File: config.mk
export PLATFORM = sky130hd
export DESIGN_NAME = sample_rom_arbiter_flat
export DESIGN_NICKNAME = d
export VERILOG_FILES = /design/src/rtl/drum_pkg.sv /design/src/rtl/sample_rom_arbiter_if.sv /design/src/rtl/rr_arbiter.sv /design/src/rtl/sample_rom_arbiter.sv /design/src/flat_wrapper.sv
export SDC_FILE = /design/constraint.sdc
export NUM_CORES = 1
export LEC_CHECK = 0
export BUFFER_PORTS_ARGS = -buffer_cell sky130_fd_sc_hd__buf_2
export CORE_MARGIN = 4
export CORE_UTILIZATION = 45
export CTS_CLUSTER_SIZE = 20
export DETAILED_ROUTE_END_ITERATION = 10
export PLACE_DENSITY_LB_ADDON = 0.08
export SYNTH_ARGS = -nofsm -noshare
export SYNTH_HDL_FRONTEND = slang
export SYNTH_HIERARCHICAL = 1
export SYNTH_SLANG_ARGS = --single-unit
File: constraint.sdc
create_clock -name clk -period 4 [get_ports clk]
set_input_delay 0.8 -clock clk [delete_from_list [all_inputs] [get_ports clk]]
set_output_delay 0.8 -clock clk [all_outputs]
set_load 0.05 [all_outputs]
File: src/rtl/drum_pkg.sv
// Shared drum-voice constants: voice indices, sample windows, default widths
// and the read-tag layout carried alongside each ROM read.
package drum_pkg;

    localparam int unsigned VOICE_KICK  = 0;
    localparam int unsigned VOICE_SNARE = 1;
    localparam int unsigned VOICE_HAT   = 2;
    localparam int unsigned VOICE_CLAP  = 3;

    localparam int unsigned DEFAULT_NUM_VOICES = 4;
    localparam int unsigned DEFAULT_ADDR_W     = 16;
    localparam int unsigned DEFAULT_DATA_W     = 16;
    localparam int unsigned DEFAULT_ROM_LAT    = 1;

    localparam int unsigned KICK_BASE_ADDR  = 0;
    localparam int unsigned KICK_SAMPLE_LEN = 4096;
    localparam int unsigned SNARE_BASE_ADDR  = 4096;
    localparam int unsigned SNARE_SAMPLE_LEN = 4096;
    localparam int unsigned HAT_BASE_ADDR  = 8192;
    localparam int unsigned HAT_SAMPLE_LEN = 2048;
    localparam int unsigned CLAP_BASE_ADDR  = 10240;
    localparam int unsigned CLAP_SAMPLE_LEN = 4096;

    localparam int unsigned TAG_IDX_W = $clog2(DEFAULT_NUM_VOICES);
    localparam int unsigned TAG_W     = 1 + TAG_IDX_W;

    typedef struct packed {
        logic                 valid;
        logic [TAG_IDX_W-1:0] idx;
    } tag_t;

endpackage

File: src/rtl/sample_rom_arbiter_if.sv
// Voice-side and ROM-side signals of the sample ROM arbiter. The master side
// is the environment (voices plus ROM); the slave side is the arbiter.
interface sample_rom_arbiter_if #(
    parameter int unsigned NUM_VOICES = 4,
    parameter int unsigned ADDR_W     = 16,
    parameter int unsigned DATA_W     = 16
);
    logic [NUM_VOICES-1:0]        req;
    logic [NUM_VOICES*ADDR_W-1:0] req_addr;
    logic [NUM_VOICES-1:0]        gnt;
    logic [NUM_VOICES-1:0]        rd_valid;
    logic [DATA_W-1:0]            rd_data;
    logic                         rom_en;
    logic [ADDR_W-1:0]            rom_addr;
    logic [DATA_W-1:0]            rom_data;

    modport master (
        output req, req_addr, rom_data,
        input  gnt, rd_valid, rd_data, rom_en, rom_addr
    );

    modport slave (
        input  req, req_addr, rom_data,
        output gnt, rd_valid, rd_data, rom_en, rom_addr
    );
endinterface

File: src/rtl/rr_arbiter.sv
// Combinational round-robin pick: first set req bit at or above ptr, with
// wrap, yields a one-hot grant and its index.
module rr_arbiter #(
    parameter int unsigned NUM_VOICES = 4
) (
    input  logic [NUM_VOICES-1:0]         req,
    input  logic [$clog2(NUM_VOICES)-1:0] ptr,
    output logic [NUM_VOICES-1:0]         gnt,
    output logic [$clog2(NUM_VOICES)-1:0] winner
);
    localparam int unsigned IDX_W = $clog2(NUM_VOICES);

    int unsigned idx;
    logic        found;

    always_comb begin
        gnt    = '0;
        winner = '0;
        found  = 1'b0;
        idx    = 0;
        for (int unsigned off = 0; off < NUM_VOICES; off++) begin
            // explicit wrap keeps non-power-of-2 voice counts in range
            idx = 32'(ptr) + off;
            if (idx >= NUM_VOICES) begin
                idx = idx - NUM_VOICES;
            end
            if (!found && req[idx]) begin
                found    = 1'b1;
                gnt[idx] = 1'b1;
                winner   = IDX_W'(idx);
            end
        end
    end
endmodule

File: src/rtl/sample_rom_arbiter.sv
// Shares one synchronous sample ROM among the drum voices: round-robin issue,
// one read per clk, data routed back through a fixed-depth tag pipeline.
module sample_rom_arbiter
    import drum_pkg::*;
#(
    parameter int unsigned NUM_VOICES = DEFAULT_NUM_VOICES,
    parameter int unsigned ADDR_W     = DEFAULT_ADDR_W,
    parameter int unsigned DATA_W     = DEFAULT_DATA_W,
    parameter int unsigned ROM_LAT    = DEFAULT_ROM_LAT
) (
    input  logic                 clk,
    input  logic                 rst,
    sample_rom_arbiter_if.slave  bus,
    output logic                 busy
);
    localparam int unsigned IDX_W = $clog2(NUM_VOICES);

    typedef struct packed {
        logic             valid;
        logic [IDX_W-1:0] idx;
    } stage_t;

    logic [IDX_W-1:0]      ptr;
    logic [IDX_W-1:0]      winner;
    logic [NUM_VOICES-1:0] arb_gnt;
    logic                  grant;
    logic [ADDR_W-1:0]     win_addr;
    logic [ADDR_W-1:0]     rom_addr_q;
    logic                  rom_en_q;
    logic [DATA_W-1:0]     rd_data_q;
    logic [NUM_VOICES-1:0] rd_valid_q;
    stage_t                tag_q [ROM_LAT+1];

    rr_arbiter #(
        .NUM_VOICES(NUM_VOICES)
    ) u_rr_arbiter (
        .req    (bus.req),
        .ptr    (ptr),
        .gnt    (arb_gnt),
        .winner (winner)
    );

    assign bus.gnt      = rst ? '0 : arb_gnt;
    assign grant        = |bus.gnt;
    assign bus.rom_en   = rom_en_q;
    assign bus.rom_addr = rom_addr_q;
    assign bus.rd_data  = rd_data_q;
    assign bus.rd_valid = rd_valid_q;

    always_comb begin
        win_addr = '0;
        for (int unsigned i = 0; i < NUM_VOICES; i++) begin
            if (arb_gnt[i]) begin
                win_addr = bus.req_addr[i*ADDR_W +: ADDR_W];
            end
        end
    end

    always_comb begin
        busy = 1'b0;
        for (int unsigned i = 0; i <= ROM_LAT; i++) begin
            busy = busy | tag_q[i].valid;
        end
    end

    always_ff @(posedge clk or posedge rst) begin
        if (rst) begin
            ptr        <= '0;
            rom_en_q   <= 1'b0;
            rom_addr_q <= '0;
            rd_data_q  <= '0;
            rd_valid_q <= '0;
            for (int unsigned i = 0; i <= ROM_LAT; i++) begin
                tag_q[i] <= '0;
            end
        end else begin
            rom_en_q <= grant;
            if (grant) begin
                rom_addr_q <= win_addr;
                ptr        <= (winner == IDX_W'(NUM_VOICES - 1)) ? '0 : winner + IDX_W'(1);
            end
            tag_q[0] <= '{valid: grant, idx: winner};
            for (int unsigned i = 1; i <= ROM_LAT; i++) begin
                tag_q[i] <= tag_q[i-1];
            end
            // last stage lines up with rom_data for the read it tags
            if (tag_q[ROM_LAT].valid) begin
                rd_data_q  <= bus.rom_data;
                rd_valid_q <= NUM_VOICES'(1) << tag_q[ROM_LAT].idx;
            end else begin
                rd_valid_q <= '0;
            end
        end
    end
endmodule

File: src/flat_wrapper.sv
// flat-port wrapper written by rule: the top's interface ports become plain ports
module sample_rom_arbiter_flat import drum_pkg::*;
#(
    parameter int unsigned NUM_VOICES = DEFAULT_NUM_VOICES,
    parameter int unsigned ADDR_W     = DEFAULT_ADDR_W,
    parameter int unsigned DATA_W     = DEFAULT_DATA_W,
    parameter int unsigned ROM_LAT    = DEFAULT_ROM_LAT
)
  (clk, rst, busy, bus_req, bus_req_addr, bus_rom_data, bus_gnt, bus_rd_valid, bus_rd_data, bus_rom_en, bus_rom_addr);
  sample_rom_arbiter_if #(.NUM_VOICES(NUM_VOICES), .ADDR_W(ADDR_W), .DATA_W(DATA_W)) bus_i ();
  input  logic clk;
  input  logic rst;
  output logic busy;
  input wire logic [$bits(bus_i.req)-1:0] bus_req;
  input wire logic [$bits(bus_i.req_addr)-1:0] bus_req_addr;
  input wire logic [$bits(bus_i.rom_data)-1:0] bus_rom_data;
  output wire logic [$bits(bus_i.gnt)-1:0] bus_gnt;
  output wire logic [$bits(bus_i.rd_valid)-1:0] bus_rd_valid;
  output wire logic [$bits(bus_i.rd_data)-1:0] bus_rd_data;
  output wire logic [$bits(bus_i.rom_en)-1:0] bus_rom_en;
  output wire logic [$bits(bus_i.rom_addr)-1:0] bus_rom_addr;
  assign bus_i.req = bus_req;
  assign bus_i.req_addr = bus_req_addr;
  assign bus_i.rom_data = bus_rom_data;
  assign bus_gnt = bus_i.gnt;
  assign bus_rd_valid = bus_i.rd_valid;
  assign bus_rd_data = bus_i.rd_data;
  assign bus_rom_en = bus_i.rom_en;
  assign bus_rom_addr = bus_i.rom_addr;
  sample_rom_arbiter #(.NUM_VOICES(NUM_VOICES), .ADDR_W(ADDR_W), .DATA_W(DATA_W), .ROM_LAT(ROM_LAT)) u_core (.clk(clk), .rst(rst), .bus(bus_i), .busy(busy));
endmodule
==> impl_metrics.tcl, run 1 <==
set metrics [dict create \
    finalCriticalPeriod_ns 3.64 \
    die_area_um2 6670 \
    synth_cell_types 37 \
    synthToLayoutAreaGrowth_pct 34.0 \
    dp_hpwl_mm 5.11 \
    overflow 0 \
    num_rows 26 \
    async_flop_share_pct 100 \
    synth.net_count 309 \
    clock-sinks 44 \
    yosysWarnings 6 \
    final_cell_mix "buf_2, dfrtp_1, a221oi_1" \
    final_common_cell "buf_2" \
    start_util_pct 47.2 \
    fin_setup_tns_ns 0 \
    critPathBufInv 2 \
    yosysSeqAreaShare_pct 45.1 \
    clk-insertion-delay-late_ns 0.30 \
    crit_slowest_cell "mux4_2" \
    wl_per_cell_um 16.2 \
    antenna_found_initial 0 \
    grt_pass1_wl_mm 10.1 \
    synth_edf_count 0 \
    postSynthCellCount 214 \
    rsz0062_at_grt "no" \
    core_area_um2 5170 \
    drt_iter0_drc 58 \
    cap_violations 0 \
    cts_buffers 5 \
    required_ns 3.20 \
    synth_ff_type "dfrtp_1" \
    setup_viol 0 \
    status "complete, no violations" \
    fin_skew_ns 0.00696 \
    arrival_ns 2.84 \
    insertedDiodeCount 0 \
    drc 0 \
    postCtsSetupBuffers 0 \
    die-height_um 81.7 \
    grt_pass1_vias 2187 \
    worst_setup_path_start_kind "flip-flop" \
    finalHoldViolations 0 \
    maxSlewViolCount 0 \
    path_delay_family "compound AO/OA/AOI/OAI gates" \
    clkTransAtPathRegs_ns 0.09 \
    netlist_area_um2 2440 \
    ff2ff_setup_slack_ns 0.56 \
    grt.total_usage_pct 19.5 \
    postRouteAntennaNets 0 \
    worstMarginPinSlew_ns 1.06 \
    cp_max_fo 8 \
    via_per_inst 5.48 \
    root_buffer "clkbuf_8" \
    cts_tree "built" \
    layout_worst_path_cycle_share_pct 91.0 \
    fmax_ghz 0.275 \
    worstPathCellList "inv_1 -> ha_1 -> mux4_2 -> nor2b_4 -> a221oi_1 -> o2bb2ai_1 -> nor2b_1 -> buf_2" \
    routabilityCongestion 0.889 \
    vias 2256 \
    cts_resized 0 \
    end_kind "primary output" \
    wl_mm 6.69 \
    relSlewSlack_pct 29.3 \
    grt_max_degree 45 \
    pin_count 128 \
    fin_nets 436 \
    cts_hold_buf 0 \
    ys_ff_latch 44 \
    die_w_um 81.7 \
    drt_pass1_iterations 4 \
    postSynthAreaPerCell_um2 11.4 \
    htreeDepth 2 \
    clk_path_buf_depth 2 \
    critPathMaxStageDelay_ns 0.47 \
    hold_class "reg -> reg" \
    setup.worst_path.class "reg -> out" \
    port_buffers 127 \
    layout-drive-gt1-share_pct 51.8 \
]
## final timing paths
kind	endpoint	from	cells past startpoint
setup reg to reg	u_core/bus.rom_addr[5]	u_core/ptr[1]	9
hold reg to reg	u_core/tag_q[0]	u_core/tag_q[3]	0
setup / recovery	bus_gnt[2]	u_core/ptr[1]	8
hold / removal	u_core/tag_q[0]	u_core/tag_q[3]	0
min in group asynchronous	u_core/tag_q[0]	rst	2
max in group asynchronous	u_core/bus.rom_addr[9]	rst	2
## sequential cells by signal, summed over array words and instances, names as in the netlist
| name | flops |
|---|---|
| u_core/bus.rd_data | 16 |
| u_core/bus.rd_valid | 4 |
| u_core/bus.rom_addr | 16 |
| u_core/ptr | 2 |
| u_core/tag_q | 6 |
## cell usage after synthesis, drive strengths merged (5+ instances only)
cell	number	area, um2
a221oi	21	190
buf	8	52.6
clkbuf	8	30.0
dfrtp	44	1100
ha	9	113
inv	5	18.8
mux2	18	206
nand2	5	18.8
nor2	6	22.5
nor2b	11	76.3
o21ai	18	90.1
o22ai	15	93.8
o2bb2ai	5	43.8
o31ai	17	128
## final cells by class
cell class                      count  area, um2
Multi-Input combinational cell    148       1240
Clock inverter                      3       47.5
Timing Repair Buffer              136        703
Inverter                            6       22.5
Clock buffer                        5       68.8
Tap cell                           70       87.6
Sequential cell                    44       1100
Fill cell                         448       1900
## cells by family after synthesis
kind of cell             Yosys count  synth area share, %
AND/OR/NAND/NOR                   38                 10.4
multiplexers                      23                 12.6
flip-flops                        44                 45.1
adder cells (fa/ha/maj)            9                 4.61
AO/OA/AOI/OAI                     78                 23.0
buffers and inverters             22                 4.31
## per-layer routing
metal	wire, um	part of all wire, %	global-route usage (%)	up-vias
met3	496	7.4	3.07	10
li1	-	-	-	1088
met4	107	1.6	7.31	0
met1	2880	43	25.7	1084
met2	3210	48	32.6	74
met5	0	0	0	-
## metrics by stage
stage	worst slack [ns]	cells	cell area, um2	util [%]	hold WS, ns
2_1_floorplan	0.128	214	2450	-	0.331
3_3_place_gp	0.485	404	3150	61.0	0.332
3_5_place_dp	0.383	404	3150	61.0	0.336
4_1_cts	0.340	412	3270	63.2	0.356
5_1_grt	0.159	412	3270	63.2	0.367
6_report	0.360	412	3270	63.2	0.345
## worst reg2reg max path, delay by kind of cell, from the launching register on
family | cells | cell delay [ns]
flops | 1 | 0.36
compound gates | 4 | 0.89
buf+inv | 1 | 0.11
mux | 1 | 0.47
simple gates | 2 | 1.11
fa+ha+maj | 1 | 0.43
Power of run 1 is not shown: default switching activity piles up to over one toggle a cycle in this logic, so the estimate is an artifact.
==> inputs of run 2 (changes only) <==
--- a/config.mk
+++ b/config.mk
@@ -10,6 +10,7 @@
 export CORE_UTILIZATION = 45
 export CTS_CLUSTER_SIZE = 20
 export DETAILED_ROUTE_END_ITERATION = 10
+export MAX_ROUTING_LAYER = met4
 export PLACE_DENSITY_LB_ADDON = 0.08
 export SYNTH_ARGS = -nofsm -noshare
 export SYNTH_HDL_FRONTEND = slang
==> impl_metrics.tcl, run 2 (synthesis results as in run 1) <==
set metrics [dict create \
    status "complete, no violations" \
    min_from "u_core/tag_q[4]" \
    cts_hold_buf 0 \
    postCtsSetupBuffers 0 \
    synthToLayoutAreaGrowth_pct 33.3 \
    fin_setup_tns_ns 0 \
    worst_setup_path_start_kind "flip-flop" \
    wl_mm 6.58 \
    wl_per_cell_um 16.0 \
    htreeDepth 2 \
    postRouteAntennaNets 0 \
    setup_viol 0 \
    layout_worst_path_cycle_share_pct 92.7 \
    clk_path_buf_depth 2 \
    cp_max_fo 21 \
    maxSlewViolCount 0 \
    fin_nets 434 \
    drc 0 \
    grt_max_degree 45 \
    clock-sinks 44 \
    clk-insertion-delay-late_ns 0.30 \
    grt_pass1_wl_mm 10.1 \
    grt.total_usage_pct 20.2 \
    final_common_cell "buf_2" \
    ff2ff_setup_slack_ns 0.61 \
    end_kind "primary output" \
    required_ns 3.20 \
    num_rows 26 \
    die_w_um 81.7 \
    arrival_ns 2.91 \
    final_cell_mix "buf_2, dfrtp_1, a221oi_1" \
    cap_violations 0 \
    antenna_found_initial 0 \
    r2r-end "u_core/bus.rom_addr[0]" \
    vias 2247 \
    rsz0062_at_grt "no" \
    fmax_ghz 0.270 \
    die-height_um 81.7 \
    cts_resized 0 \
    insertedDiodeCount 0 \
    fin_skew_ns 0.00315 \
    setup.worst_path.class "reg -> out" \
    finalHoldViolations 0 \
    drt_pass1_iterations 4 \
    grt_pass1_vias 2119 \
    dp_hpwl_mm 5.05 \
    finalCriticalPeriod_ns 3.71 \
    overflow 0 \
    crit_end "bus_gnt[1]" \
    pin_count 128 \
    clkTransAtPathRegs_ns 0.09 \
    root_buffer "clkbuf_8" \
    crit_start "u_core/ptr[1]" \
    reg2reg_depth 10 \
    timing.rr.start "u_core/ptr[1]" \
    worstMarginPinSlew_ns 0.965 \
    cts_buffers 5 \
    routabilityCongestion 0.894 \
    relSlewSlack_pct 35.5 \
    cts_tree "built" \
    via_per_inst 5.48 \
    hold_class "reg -> reg" \
    die_area_um2 6670 \
    layout-drive-gt1-share_pct 51.5 \
    start_util_pct 47.2 \
    core_area_um2 5170 \
    port_buffers 127 \
    drt_iter0_drc 114 \
]
==> run 2: cell types whose count changed in the layout (fill, tap and decap cells not counted) <==
cell / delta
clkinv_4: -2
buf_4: -2
clkinvlp_4: +1
inv_6: +1
==> run 2: worst min-delay path by stage <==
stage / endpoint / slack, ns / depth (start not counted)
after global placement: u_core/tag_q[1] / 0.33 / 0
after CTS: u_core/tag_q[1] / 0.36 / 0
after floorplan: u_core/tag_q[0] / 0.33 / 0
after global routing: u_core/tag_q[1] / 0.37 / 0
after detailed placement: u_core/tag_q[0] / 0.34 / 0
final: u_core/tag_q[1] / 0.36 / 0
==> run 2: stage by stage <==
stage / util, % / setup WS [ns] / cell area (um2) / hold WS, ns / std cells
floorplan: - / 0.128 / 2450 / 0.331 / 214
global placement: 60.7 / 0.478 / 3140 / 0.334 / 402
detailed placement: 60.7 / 0.449 / 3140 / 0.340 / 402
CTS: 62.9 / 0.282 / 3250 / 0.361 / 410
global route: 62.9 / 0.0590 / 3250 / 0.375 / 410
finish: 62.9 / 0.292 / 3250 / 0.357 / 410
==> run 2: cell type report <==
cell class | instances | area [um2]
Tap cell | 70 | 87.6
Sequential cell | 44 | 1100
Clock inverter | 3 | 46.3
Inverter | 6 | 22.5
Fill cell | 465 | 1920
Timing Repair Buffer | 134 | 688
Clock buffer | 5 | 68.8
Multi-Input combinational cell | 148 | 1240
==> run 2: critical path: stages (launching register included) <==
cell       delay [ns]
dfrtp_1          0.39
inv_1            0.12
ha_1             0.43
mux4_2           0.47
nor2b_4          0.22
a221oi_1         0.10
o2bb2ai_1        0.15
buf_4            0.27
nor2b_2          0.18
buf_2            0.27
==> run 2: routing by layer <==
layer	wire length [um]	part of all wire, %	track usage [%]	up-vias
met4	121	1.8	7.31	0
met1	2860	43	27.3	1067
li1	-	-	-	1078
met2	3070	47	30.8	91
met5	0	0	-	-
met3	530	8.1	3.18	11
Power of run 2 is left out for the same reason.
